## config.mk

```make
export PLATFORM = sky130hd
export DESIGN_NAME = plca_control_148_4
export DESIGN_NICKNAME = d
export VERILOG_FILES = /design/src/rtl/plca_148_pkg.sv /design/src/rtl/plca_control_148_4_timer.sv /design/src/rtl/plca_control_148_4.sv
export SDC_FILE = /design/constraint.sdc
export NUM_CORES = 1
export LEC_CHECK = 0
export CAP_MARGIN = 10
export CORE_UTILIZATION = 40
export DETAILED_ROUTE_END_ITERATION = 12
export GPL_TIMING_DRIVEN = 0
export PLACE_DENSITY = 0.71
export SYNTH_ARGS = -nofsm -noshare
export SYNTH_HDL_FRONTEND = slang
export SYNTH_SLANG_ARGS = --single-unit
```

## constraint.sdc

```tcl
create_clock -name clk -period 2.6 [get_ports clk]
set_input_delay 0.39 -clock clk [delete_from_list [all_inputs] [get_ports clk]]
set_output_delay 0.39 -clock clk [all_outputs]
set_load 0.005 [all_outputs]
```

## src/rtl/plca_148_pkg.sv

```systemverilog
// Shared definitions for the PLCA control scheduler: state codes, PCS command
// encodings and timer defaults.
package plca_148_pkg;

  typedef enum logic [3:0] {
    ST_DISABLE     = 4'd0,
    ST_RESYNC      = 4'd1,
    ST_SEND_BEACON = 4'd2,
    ST_SYNCING     = 4'd3,
    ST_WAIT_TO     = 4'd4,
    ST_COMMIT      = 4'd5,
    ST_TRANSMIT    = 4'd6,
    ST_BURST       = 4'd7,
    ST_RECEIVE     = 4'd8,
    ST_YIELD       = 4'd9,
    ST_NEXT_TX_OPP = 4'd10,
    ST_ABORT       = 4'd11
  } plca_state_e;

  // Command encodings shared with the Clause 147 PCS.
  localparam logic [1:0] CMD_NONE      = 2'b00;
  localparam logic [1:0] CMD_COMMIT    = 2'b01;
  localparam logic [1:0] CMD_BEACON    = 2'b10;
  localparam logic [1:0] CMD_HEARTBEAT = 2'b11;

  localparam int DEF_CLK_PER_BIT          = 1;
  localparam int DEF_TO_TIMER             = 32;
  localparam int DEF_BEACON_TIME          = 20;
  localparam int DEF_BURST_TIMER          = 128;
  localparam int DEF_INVALID_BEACON_TIMER = 4000;

  localparam int         TIMER_W     = 12;
  localparam logic [7:0] NODE_ID_OFF = 8'hFF;

endpackage

```

## src/rtl/plca_control_148_4_timer.sv

```systemverilog
// plca_timer: loadable bit-time down-counter. done is high in the last clock of
// the final bit, so a load of N-1 gives a state lifetime of exactly N bit times.
module plca_timer #(
  parameter int W           = 12,
  parameter int CLK_PER_BIT = 1
) (
  input  logic         clk,
  input  logic         rst,
  input  logic         load,
  input  logic [W-1:0] load_val,
  output logic         done
);

  localparam int PW = (CLK_PER_BIT > 1) ? $clog2(CLK_PER_BIT) : 1;

  logic [W-1:0]  count_q;
  logic [PW-1:0] pre_q;
  logic          tick;

  assign tick = (pre_q == PW'(CLK_PER_BIT - 1));
  assign done = (count_q == '0) && tick;

  always_ff @(posedge clk or posedge rst) begin
    if (rst) begin
      count_q <= '0;
      pre_q   <= '0;
    end else if (load) begin
      count_q <= load_val;
      pre_q   <= '0;
    end else if (tick) begin
      pre_q <= '0;
      if (count_q != '0) count_q <= count_q - 1'b1;
    end else begin
      pre_q <= pre_q + 1'b1;
    end
  end

endmodule

```

## src/rtl/plca_control_148_4.sv

```systemverilog
// PLCA control scheduler: rotates the transmit opportunity on a 10BASE-T1S
// mixing segment. Define PLCA_BURST_EN to enable multi-frame bursts (max_bc).
module plca_control_148_4
  import plca_148_pkg::*;
#(
  parameter int CLK_PER_BIT          = DEF_CLK_PER_BIT,
  parameter int TO_TIMER             = DEF_TO_TIMER,
  parameter int BEACON_TIME          = DEF_BEACON_TIME,
  parameter int BURST_TIMER          = DEF_BURST_TIMER,
  parameter int INVALID_BEACON_TIMER = DEF_INVALID_BEACON_TIMER
) (
  input  logic       clk,
  input  logic       pcs_reset,
  input  logic       plca_en,
  input  logic [7:0] local_nodeID,
  input  logic [7:0] node_count,
  input  logic [7:0] max_bc,
  input  logic       packetPending,
  input  logic       tx_en,
  input  logic       CRS,
  input  logic [1:0] rx_cmd,
  output logic [1:0] tx_cmd,
  output logic       committed,
  output logic [7:0] curID,
  output logic       plca_active,
  output logic [3:0] plca_state
);

  plca_state_e state_q, state_d;
  logic [1:0]  tx_cmd_q, tx_cmd_d;
  logic        committed_q, committed_d;
  logic        active_q, active_d;
  logic [7:0]  cur_id_q, cur_id_d;
  logic        bcn_wait_q, bcn_wait_d;

  logic enabled, is_coord, rx_beacon, own_slot;
  logic to_load, bcn_load, burst_load, ibt_load;
  logic to_done, bcn_done, burst_done, ibt_done;

  assign enabled   = plca_en && (local_nodeID != NODE_ID_OFF);
  assign is_coord  = (local_nodeID == 8'd0);
  assign rx_beacon = (rx_cmd == CMD_BEACON);
  assign own_slot  = (cur_id_q == local_nodeID);

`ifdef PLCA_BURST_EN
  logic [7:0] bc_q, bc_d;
  logic       bc_room;
  assign bc_room = (bc_q < max_bc);
`else
  logic unused_burst;
  assign unused_burst = ^{max_bc, burst_done};
`endif

  // Next-state logic; follower beacon/loss overrides and global disable last.
  always_comb begin
    state_d = state_q;
    case (state_q)
      ST_DISABLE:     if (enabled) state_d = is_coord ? ST_SEND_BEACON : ST_RESYNC;
      ST_RESYNC:      if (rx_beacon) state_d = ST_SYNCING;
      ST_SEND_BEACON: if (!bcn_wait_q && bcn_done) state_d = ST_SYNCING;
      ST_SYNCING:     if (is_coord || !rx_beacon) state_d = ST_WAIT_TO;
      ST_WAIT_TO: begin
        if (CRS)                          state_d = ST_RECEIVE;
        else if (own_slot && packetPending) state_d = ST_COMMIT;
        else if (own_slot)                state_d = ST_YIELD;
        else if (to_done)                 state_d = ST_NEXT_TX_OPP;
      end
      ST_YIELD: begin
        if (CRS)          state_d = ST_RECEIVE;
        else if (to_done) state_d = ST_NEXT_TX_OPP;
      end
      ST_COMMIT: begin
        if (tx_en)               state_d = ST_TRANSMIT;
        else if (!packetPending) state_d = ST_ABORT;
      end
      ST_TRANSMIT: begin
        if (!tx_en) begin
`ifdef PLCA_BURST_EN
          state_d = bc_room ? ST_BURST : ST_NEXT_TX_OPP;
`else
          state_d = ST_NEXT_TX_OPP;
`endif
        end
      end
`ifdef PLCA_BURST_EN
      ST_BURST: begin
        if (tx_en)           state_d = ST_TRANSMIT;
        else if (burst_done) state_d = ST_NEXT_TX_OPP;
      end
`endif
      ST_ABORT:   if (!CRS) state_d = ST_NEXT_TX_OPP;
      ST_RECEIVE: if (!CRS) state_d = ST_NEXT_TX_OPP;
      ST_NEXT_TX_OPP: begin
        // cur_id_q already holds the advanced ID while in this state.
        if (is_coord && (cur_id_q >= node_count)) state_d = ST_SEND_BEACON;
        else if (cur_id_q == 8'hFF)               state_d = ST_RESYNC;
        else                                      state_d = ST_WAIT_TO;
      end
      default: state_d = ST_DISABLE;
    endcase

    if (!is_coord && (state_q inside {ST_WAIT_TO, ST_YIELD, ST_COMMIT, ST_BURST,
                                      ST_ABORT, ST_RECEIVE, ST_NEXT_TX_OPP})) begin
      if (rx_beacon)     state_d = ST_SYNCING;
      else if (ibt_done) state_d = ST_RESYNC;
    end

    if (!enabled) state_d = ST_DISABLE;
  end

  // Registered outputs are computed from the state being entered.
  always_comb begin
    tx_cmd_d    = CMD_NONE;
    committed_d = 1'b0;
    active_d    = active_q;
    cur_id_d    = cur_id_q;
    bcn_wait_d  = bcn_wait_q;

    if (state_d == ST_SEND_BEACON && state_q != ST_SEND_BEACON) bcn_wait_d = CRS;
    else if (state_q == ST_SEND_BEACON && !CRS)                 bcn_wait_d = 1'b0;

    case (state_d)
      ST_DISABLE, ST_RESYNC: begin
        active_d = 1'b0;
        cur_id_d = 8'd0;
      end
      ST_SEND_BEACON: begin
        cur_id_d = 8'd0;
        if (!bcn_wait_d) tx_cmd_d = CMD_BEACON;
      end
      ST_SYNCING: begin
        cur_id_d = 8'd0;
        active_d = 1'b1;
      end
      ST_COMMIT, ST_BURST: begin
        tx_cmd_d    = CMD_COMMIT;
        committed_d = 1'b1;
      end
      ST_TRANSMIT:    committed_d = 1'b1;
      ST_NEXT_TX_OPP: cur_id_d = cur_id_q + 8'd1;
      default: ;
    endcase
  end

  assign to_load  = (state_d == ST_WAIT_TO) && (state_q != ST_WAIT_TO);
  // While carrier holds off the beacon, keep the beacon timer parked at full.
  assign bcn_load = ((state_d == ST_SEND_BEACON) && (state_q != ST_SEND_BEACON)) ||
                    ((state_q == ST_SEND_BEACON) && bcn_wait_q);
  assign ibt_load = (state_q == ST_SYNCING) || (state_d == ST_SYNCING);
`ifdef PLCA_BURST_EN
  assign burst_load = (state_d == ST_BURST) && (state_q != ST_BURST);
`else
  assign burst_load = 1'b0;
`endif

  always_ff @(posedge clk or posedge pcs_reset) begin
    if (pcs_reset) begin
      state_q     <= ST_DISABLE;
      tx_cmd_q    <= CMD_NONE;
      committed_q <= 1'b0;
      active_q    <= 1'b0;
      cur_id_q    <= 8'd0;
      bcn_wait_q  <= 1'b0;
    end else begin
      state_q     <= state_d;
      tx_cmd_q    <= tx_cmd_d;
      committed_q <= committed_d;
      active_q    <= active_d;
      cur_id_q    <= cur_id_d;
      bcn_wait_q  <= bcn_wait_d;
    end
  end

`ifdef PLCA_BURST_EN
  always_comb begin
    bc_d = bc_q;
    if (state_d == ST_COMMIT)                                bc_d = 8'd0;
    else if (state_q == ST_TRANSMIT && state_d == ST_BURST)  bc_d = bc_q + 8'd1;
  end

  always_ff @(posedge clk or posedge pcs_reset) begin
    if (pcs_reset) bc_q <= 8'd0;
    else           bc_q <= bc_d;
  end
`endif

  plca_timer #(.W(TIMER_W), .CLK_PER_BIT(CLK_PER_BIT)) u_to_timer (
    .clk(clk), .rst(pcs_reset), .load(to_load),
    .load_val(TIMER_W'(TO_TIMER - 1)), .done(to_done));

  plca_timer #(.W(TIMER_W), .CLK_PER_BIT(CLK_PER_BIT)) u_beacon_timer (
    .clk(clk), .rst(pcs_reset), .load(bcn_load),
    .load_val(TIMER_W'(BEACON_TIME - 1)), .done(bcn_done));

  plca_timer #(.W(TIMER_W), .CLK_PER_BIT(CLK_PER_BIT)) u_burst_timer (
    .clk(clk), .rst(pcs_reset), .load(burst_load),
    .load_val(TIMER_W'(BURST_TIMER - 1)), .done(burst_done));

  plca_timer #(.W(TIMER_W), .CLK_PER_BIT(CLK_PER_BIT)) u_invalid_beacon_timer (
    .clk(clk), .rst(pcs_reset), .load(ibt_load),
    .load_val(TIMER_W'(INVALID_BEACON_TIMER - 1)), .done(ibt_done));

  assign tx_cmd      = tx_cmd_q;
  assign committed   = committed_q;
  assign curID       = cur_id_q;
  assign plca_active = active_q;
  assign plca_state  = state_q;

endmodule
```

# Word-level counts from Yosys, hierarchy flattened
# Cells that the tools add are included.
# totals
reg_bits,56
input_bits,32
word_cells,135
# op_classes
n_lt_le_gt_ge,1
n_eq_ne,28
n_bitwise,3
reduce_logical,42
addsub,7
n_mux,42
# op_table
cell,count
$mux W12,9
$mux W4,16
$pmux W4 S10,1
$logic_not A12 Y1,3
$reduce_bool A12 Y1,3
$sub A12 B1 Y12 const B,3
$eq A4 B3 Y1 const B,8
$eq A4 B4 Y1 const B,5
$eq A4 B2 Y1 const B,4
$pmux W8 S2,1
$logic_and A1 B1 Y1,12
$reduce_bool A2 Y1,5
$mux W1,9
$add A8 B1 Y8 const B,1
$eq A4 B1 Y1 const B,2
$eq A8 B8 Y1,1
$eq A8 B8 Y1 const B,1
$ge A8 B8 Y1,1
$logic_not A4 Y1,2
$logic_not A8 Y1,1
$ne A8 B8 Y1 const B,1
$reduce_bool A7 Y1,1
$mux W3,2
$ne A2 B2 Y1 const B,3
14 further kinds,28

# Depth between registers and ports, before layout
# logic_depth
depth_word,16
ltp_mapped,12
ltp_nobuf,10

# Cells and area by module
# A second synthesis with hierarchy kept.
# unflattened
cells_unflattened,430
area_unflattened_um2,3900.0
# modules_own_cells
module,n_inst,cells_per_inst,area_each_um2
plca_control_148_4,1,212,1732.9
plca_timer (u_beacon_timer ...),2,73,724.4
plca_timer (u_to_timer),1,72,718.2

# Worst setup path after synthesis
# OpenSTA, ideal clock, no wires.
# synth_path
path_type,flip-flop to flip-flop
from,"register cur_id_q[0], in the netlist curID[0]"
to,"register cur_id_q[6], in the netlist curID[6]"
required_ns,2.476
path_slack_ns,-0.120
arrival_time_ns,2.596
synth_period_minus_slack_ns,2.720
setup_time_ns,0.124
path_stages_with_launch,12
path_cell_list,dfrtp_1 -> inv_1 -> ha_1 -> nand2b_1 -> a2111oi_0 -> o32ai_2 -> a32oi_1 -> a311oi_4 -> nand3_4 -> buf_2 -> nor2_1 -> a211o_1
# synth_between
elab_chain_len,12
# synth_lines
element,line,source
from (decl),plca_control_148_4.sv:33,"logic [7:0] cur_id_q, cur_id_d;"
from (signal assigned),plca_control_148_4.sv:169,cur_id_q <= cur_id_d;
"parallel branches: the longest is 4 deep, another holds $ge A8 B8 Y1",n/a,
$pmux W4 S10 (*),plca_control_148_4.sv:57,case (state_q)
$mux W4,plca_control_148_4.sv:105,else if (ibt_done) state_d = ST_RESYNC;
$mux W4,plca_control_148_4.sv:104,if (rx_beacon) state_d = ST_SYNCING;
$mux W4 (*),plca_control_148_4.sv:102,"if (!is_coord && (state_q inside {ST_WAIT_TO, ST_YIELD, ST_COMMIT, ST_BURST,"
$mux W4 (*),plca_control_148_4.sv:108,if (!enabled) state_d = ST_DISABLE;
named net state_d[1],plca_control_148_4.sv:29,"plca_state_e state_q, state_d;"
$eq A4 B2 Y1 (tied with other cells),plca_control_148_4.sv:122,case (state_d)
$reduce_or A4 Y1 (no line),n/a,
$pmux W8 S2 or $reduce_bool A2 Y1 (tied branches),n/a,
# Mark *: on every way through the listed nets, which the timed path passes.
# A chain may end at the register's enable or synchronous reset.

# Worst setup path after layout
# layout_path
from,"register state_q[3], in the netlist plca_state[3]"
to,"register cur_id_q[2], in the netlist curID[2]"
# layout_between
elab_chain_len,12
# layout_lines
element,line,source
from (decl),plca_control_148_4.sv:29,
from (signal assigned),plca_control_148_4.sv:165,state_q <= state_d;
$mux W4,"plca_control_148_4.sv:66, plca_control_148_4.sv:70",
$mux W4,plca_control_148_4.sv:65,else if (own_slot) state_d = ST_YIELD;
$mux W4,plca_control_148_4.sv:64,else if (own_slot && packetPending) state_d = ST_COMMIT;
$mux W4,plca_control_148_4.sv:63,if (CRS) state_d = ST_RECEIVE;
$pmux W4 S10,plca_control_148_4.sv:57,
$mux W4,plca_control_148_4.sv:105,
$mux W4,plca_control_148_4.sv:104,
$mux W4 (*),plca_control_148_4.sv:102,
$mux W4 (*),plca_control_148_4.sv:108,
$eq A4 B2 Y1 (tied with other cells),plca_control_148_4.sv:122,
$reduce_or A4 Y1 (no line),n/a,
$pmux W8 S2 or $reduce_bool A2 Y1 (tied branches),n/a,
# Mark *: on every way between the ends. The rest lies on a longest branch, timed or not.

==> results.md <==
- Slowest-stage cell, CP: a311oi_1
- CP max stage delay: 0.55 ns
- Dpl hpwl: 6000 um
- Setup CP Type: reg -> reg
- Syn avg cell area: 9.11 um2
- Failing checks: setup timing
- CTS Sinks: 53
- H-tree Lvls: 2
- Syn Inst Count: 382
- Die ar.: 9070 um2
- ANT cells: 0
- Io pins: 48
- Yosys cell types: 67
- Placement row count: 33
- Die W: 95.3 um
- Global Route Usage Sum: 0.206
- Comb pwr share: 0.552
- Final setup fails: 40
- Final worst path period share: 1.06
- I/O Buffers: 39
- Max clock buf depth: 2
- Pint: 2.36 mW
- Switching share of power: 0.424
- Initial core utilization: 0.419
- Clk pin slew, worst setup/hold paths: 0.10 ns
- Max Cap Viol: 0
- Pre-CTS setup slack: -0.822 ns
- P_leak: 1.91 nW
- R2R setup slack: -0.17 ns
- Hold slack: 0.429 ns
- DRT iter0 DRCs: 237
- Vias in the first global route: 2997
- Critical Path, Cell by Cell: clkbuf_1 -> nor2b_1 -> a311oi_1 -> o32ai_4 -> nor2_4 -> a31oi_4 -> buf_12 -> and2_4 -> a211o_1
- Unrepaired setup endpoints after global routing: yes
- Setup ws final: -0.167 ns
- Routed wire length per instance: 16.6 um
- Least-Margin Pin Slew: 0.817 ns
- Initial antenna violation count: 0
- Core area: 8300 um2
- Synthesized flop and latch total: 53
- CTS tree: built
- Commonest non-fill, non-tap cell in the layout: dfrtp_1
- DRC Markers: 0
- Worst setup SP type: flip-flop
- WP data arrival: 2.98 ns
- Setup Skew: 0.0118 ns
- Die Height: 95.3 um
- Design Power: 4.10 mW
- Total global routing overflow: 0
- Synth Flop Type: dfrtp_1
- Worst IR Drop VDD: 518 uV
- Most frequent cells in the layout: dfrtp_1, nor2_1, nand2_1
- Mapped Nets: 427
- Area Overhead vs Synth: 37.6%
- F_max: 0.361 GHz
- Post-synth EDFFs: 0
- Inserted Clock Buffers: 5
- Largest net degree at the start of global routing: 32
- DRT Wirelength: 9350 um
- Rel. slew slack: 0.450
- NumNets Final: 502
- Slew Viols, Final: 0
- Outcome: complete, but fails checks
- Switching power of the nets: 1.74 mW
- Hold Vio Cnt, Final: 0
- Clock power frac: 0.117
- Register area share after synthesis: 0.381
- Final worst path period need: 2.77 ns
- Ys Warns: 0
- Vias per cell: 5.60
- Asr flop ratio synth: 1.00
- GP Congestion: 0.887
- Max FO, Critical Path: 10
- PD cells: 857 nW/um2
- Root buffer cell: clkbuf_8
- First-pass GRT wire length: 14400 um
- Worst-Skew Late Latency: 0.31 ns
- Critical Path RT: 2.81 ns
- Final antenna-violating net count: 0
- HP Class: in -> async
- Share of cells above drive strength 1: 0.286
- Seq pwr share: 0.332
- 1st-pass router iterations: 4
- Synth Cell Area: 3480 um2
- CP endpoint kind: flip-flop
- DR vias: 3151
## Yosys cell counts (all sizes together) (3+ instances only)
cell	count	area, um2
nor2b	6	37.5
nand4	4	25.0
buf	8	48.8
o21a	3	22.5
nor3b	5	42.5
a21oi	12	60.1
a31oi	3	25.0
xnor2	19	166
nor2	42	158
dfrtp	53	1330
mux2i	6	60.1
nor4	10	98.8
nor4b	3	32.5
a32oi	4	35.0
o21ai	10	50.1
a211o	5	43.8
or4	5	37.5
xor2	16	140
or3	6	37.5
nor3	13	65.1
clkbuf	3	11.3
ha	13	163
inv	22	82.6
nand2b	14	87.6
nand3	10	62.6
and2	8	52.6
o211ai	3	22.5
nand2	42	158
## worst paths after layout
kind,startpoint,to,cells past startpoint
setup / recovery,plca_state[3],curID[2],9
hold / removal,pcs_reset,u_to_timer.count_q[10],2
setup reg to reg,plca_state[3],curID[2],9
hold reg to reg,plca_active,plca_active,1
max in group asynchronous,pcs_reset,curID[1],3
min in group clk,plca_active,plca_active,1
## metal layers
metal / part of all wire / vias to the layer above / GRT usage / wire length, um
li1: - / 1502 / - / -
met1: 0.42 / 1549 / 0.260 / 3970
met2: 0.52 / 84 / 0.360 / 4840
met3: 0.042 / 16 / 0.0335 / 390
met4: 0.016 / 0 / 0.0606 / 147
met5: 0 / - / 0 / 0
## state kept, by name, indices dropped and copies added, names as in the netlist
name and cells:
u_beacon_timer.count_q 12, u_invalid_beacon_timer.count_q 12, u_to_timer.count_q 12, curID 8, plca_state 4, tx_cmd 2
bcn_wait_q 1, committed 1, plca_active 1
## per-stage QoR
step | cells | area, um2 | setup TNS (ns) | utilization
floorplan | 382 | 3490 | 0 | -
global placement | 526 | 4020 | -35.37 | 0.484
detailed placement | 527 | 4040 | -31.70 | 0.486
CTS | 557 | 4530 | -0.676 | 0.545
global route | 563 | 4780 | -10.35 | 0.577
finish | 563 | 4780 | -4.58 | 0.577
## kinds of logic (layout without fill, tap and decap cells)
kind of cell | count (synthesis) | after routing | synth area share
XOR/XNOR | 35 | 35 | 0.0881
adder cells (fa/ha/maj) | 13 | 13 | 0.0468
multiplexers | 6 | 6 | 0.0173
AND/OR/NAND/NOR | 176 | 176 | 0.275
buffers and inverters | 33 | 109 | 0.0410
flip-flops | 53 | 53 | 0.381
AO/OA/AOI/OAI | 66 | 66 | 0.150
## worst max-delay path: cells and delay by family, from the launching register on
kind,cells,cell delay [ns]
simple gates,3,0.46
buf+inv,2,0.60
compound gates,4,1.17
flops,1,0.43
## power groups by stage
stage,registers [mW],clock network [mW],logic (mW)
2_1_floorplan,1.31,0,1.26
3_3_place_gp,1.36,0,1.59
3_5_place_dp,1.37,0,1.64
4_1_cts,1.36,0.487,1.97
5_1_grt,1.40,0.519,2.46
6_report,1.36,0.478,2.26
## cell type report
type                            count  area [um2]
Fill cell                         702        3510
Multi-Input combinational cell    296        2430
Sequential cell                    53        1340
Timing Repair Buffer               70         646
Tap cell                          105         131
Inverter                           22        82.6
Clock buffer                        5        68.8
Buffer                              9        62.6
Clock inverter                      3        22.5
## what timing repair did
item / in CTS / in global routing
hold buffers: 0 / 0
buffers inserted: 23 / 4
resized for setup: 64 / 50
cloned: 1 / 2
endpoints found under the setup margin: 49 / 48
pin swaps: 28 / 15
(Power assumes the default switching activity.)
==> variant, RTL diff (same settings) <==
`TIMER_W`: 12 -> 18.
--- a/src/rtl/plca_148_pkg.sv
+++ b/src/rtl/plca_148_pkg.sv
@@ -30,5 +30,5 @@
   localparam int DEF_INVALID_BEACON_TIMER = 4000;
 
-  localparam int         TIMER_W     = 12;
+  localparam int         TIMER_W     = 18;
   localparam logic [7:0] NODE_ID_OFF = 8'hFF;
 
Check against the original RTL: same outputs for any inputs over 10 cycles, from zero or initial values and one cycle with pcs_reset high; that may be too few to reach the edited logic, so the function may still have changed.
==> variant against the unedited design <==
The run still ends with setup timing left. Area after synthesis rose by 24%. Design area rose by 25%. Sequential cell count rose by 18. Count of clock-buffer cells in the layout rose by 5. Combinational power fell by 15%. Global-route usage fell by 0.39 points. Worst setup slack got worse by 0.40 ns. Routed wire length rose by 20%. Power rose by 16%. Critical path type unchanged. Largest cell class unchanged.
==> variant: results <==
metrics = {
    "clock_tree": {
        "cts_buffers": 9,
        "cts_sinks": 71,
    },
    "drt": {
        "met3_length_um": 416,
        "dr.pass1.iters": 5,
        "m1WireLength_mm": 4.90,
        "drt-initial-drc-count": 181,
        "wl_per_cell_um": 15.9,
        "wl_mm": 11.2,
    },
    "final_layout": {
        "num-nets-final": 607,
        "multi_input_area_share_pct": 46.7,
        "drive_above_1_share_pct": 27.9,
        "final_area_um2": 5990,
        "multi_input_cells": 363,
        "nFillCells": 888,
    },
    "placement": {
        "place.gp.congestion": 0.859,
        "port_buffers": 38,
        "place_area_um2": 4900,
        "dp_cells": 644,
    },
    "global_routing": {
        "met2_usage_pct": 34.9,
        "grt_pass1_wl_mm": 18.2,
        "grt_usage_pct": 20.2,
    },
    "status": {
        "outcome": "complete, but fails checks",
        "violations": "setup timing",
    },
    "logic_synthesis": {
        "synth.lib_cells_used.distinct": 69,
        "synth_common_cells": "71 x dfrtp_1, 70 x nor2_1, 38 x nand2_1",
        "mappedNetlistNets": 515,
    },
    "critical_path": {
        "crit_family": "simple AND/OR/NAND/NOR gates",
        "crit_end": "u_beacon_timer.count_q[11]$_DFFE_PP0P_",
        "crit_fanout": 7,
        "cp_slowest_cell": "or4_4",
        "worstReg2RegStart": "u_to_timer.count_q[12]$_DFFE_PP0P_",
    },
    "timing": {
        "timing.final.ws_setup_ns": -0.567,
        "finalSetupViolations": 68,
        "fin_skew_ns": 0.0100,
    },
    "power": {
        "leakagePower_nw": 2.45,
    },
    "worst_hold_path": {
        "min_path_type": "reg -> reg",
    },
}
variant: cell families (layout without fill, tap and decap cells):
family	count (synthesis)	in the layout	share of synthesized area (%)
adders and majority gates	13	13	3.77
xor gates and xnor gates	49	49	9.96
muxes	5	5	1.48
DFF	71	71	41.2
buffers and inverters	37	133	3.80
and+or+nand+nor	229	230	28.4
AOI/OAI and AO/OA	66	66	11.4
variant: what timing repair did:
item	CTS	global route
setup buffers	25	18
cloned	2	2
setup endpoints to repair	69	70
endpoints found under the hold margin	0	0
pin swaps	34	32
resized for setup	57	70
variant: power groups by stage:
stage | Combinational (mW) | Clock [mW] | Sequential (mW)
after floorplan | 1.06 | 0 | 1.70
after global placement | 1.29 | 0 | 1.75
after detailed placement | 1.35 | 0 | 1.77
after CTS | 1.64 | 1.10 | 1.74
after global routing | 2.09 | 1.14 | 1.81
final | 1.91 | 1.09 | 1.76
variant: tightest hold or removal path, stage by stage (launching register included):
cell	delay (ns)
dfrtp_1	0.37
o21ai_0	0.09
nand2_1	0.05
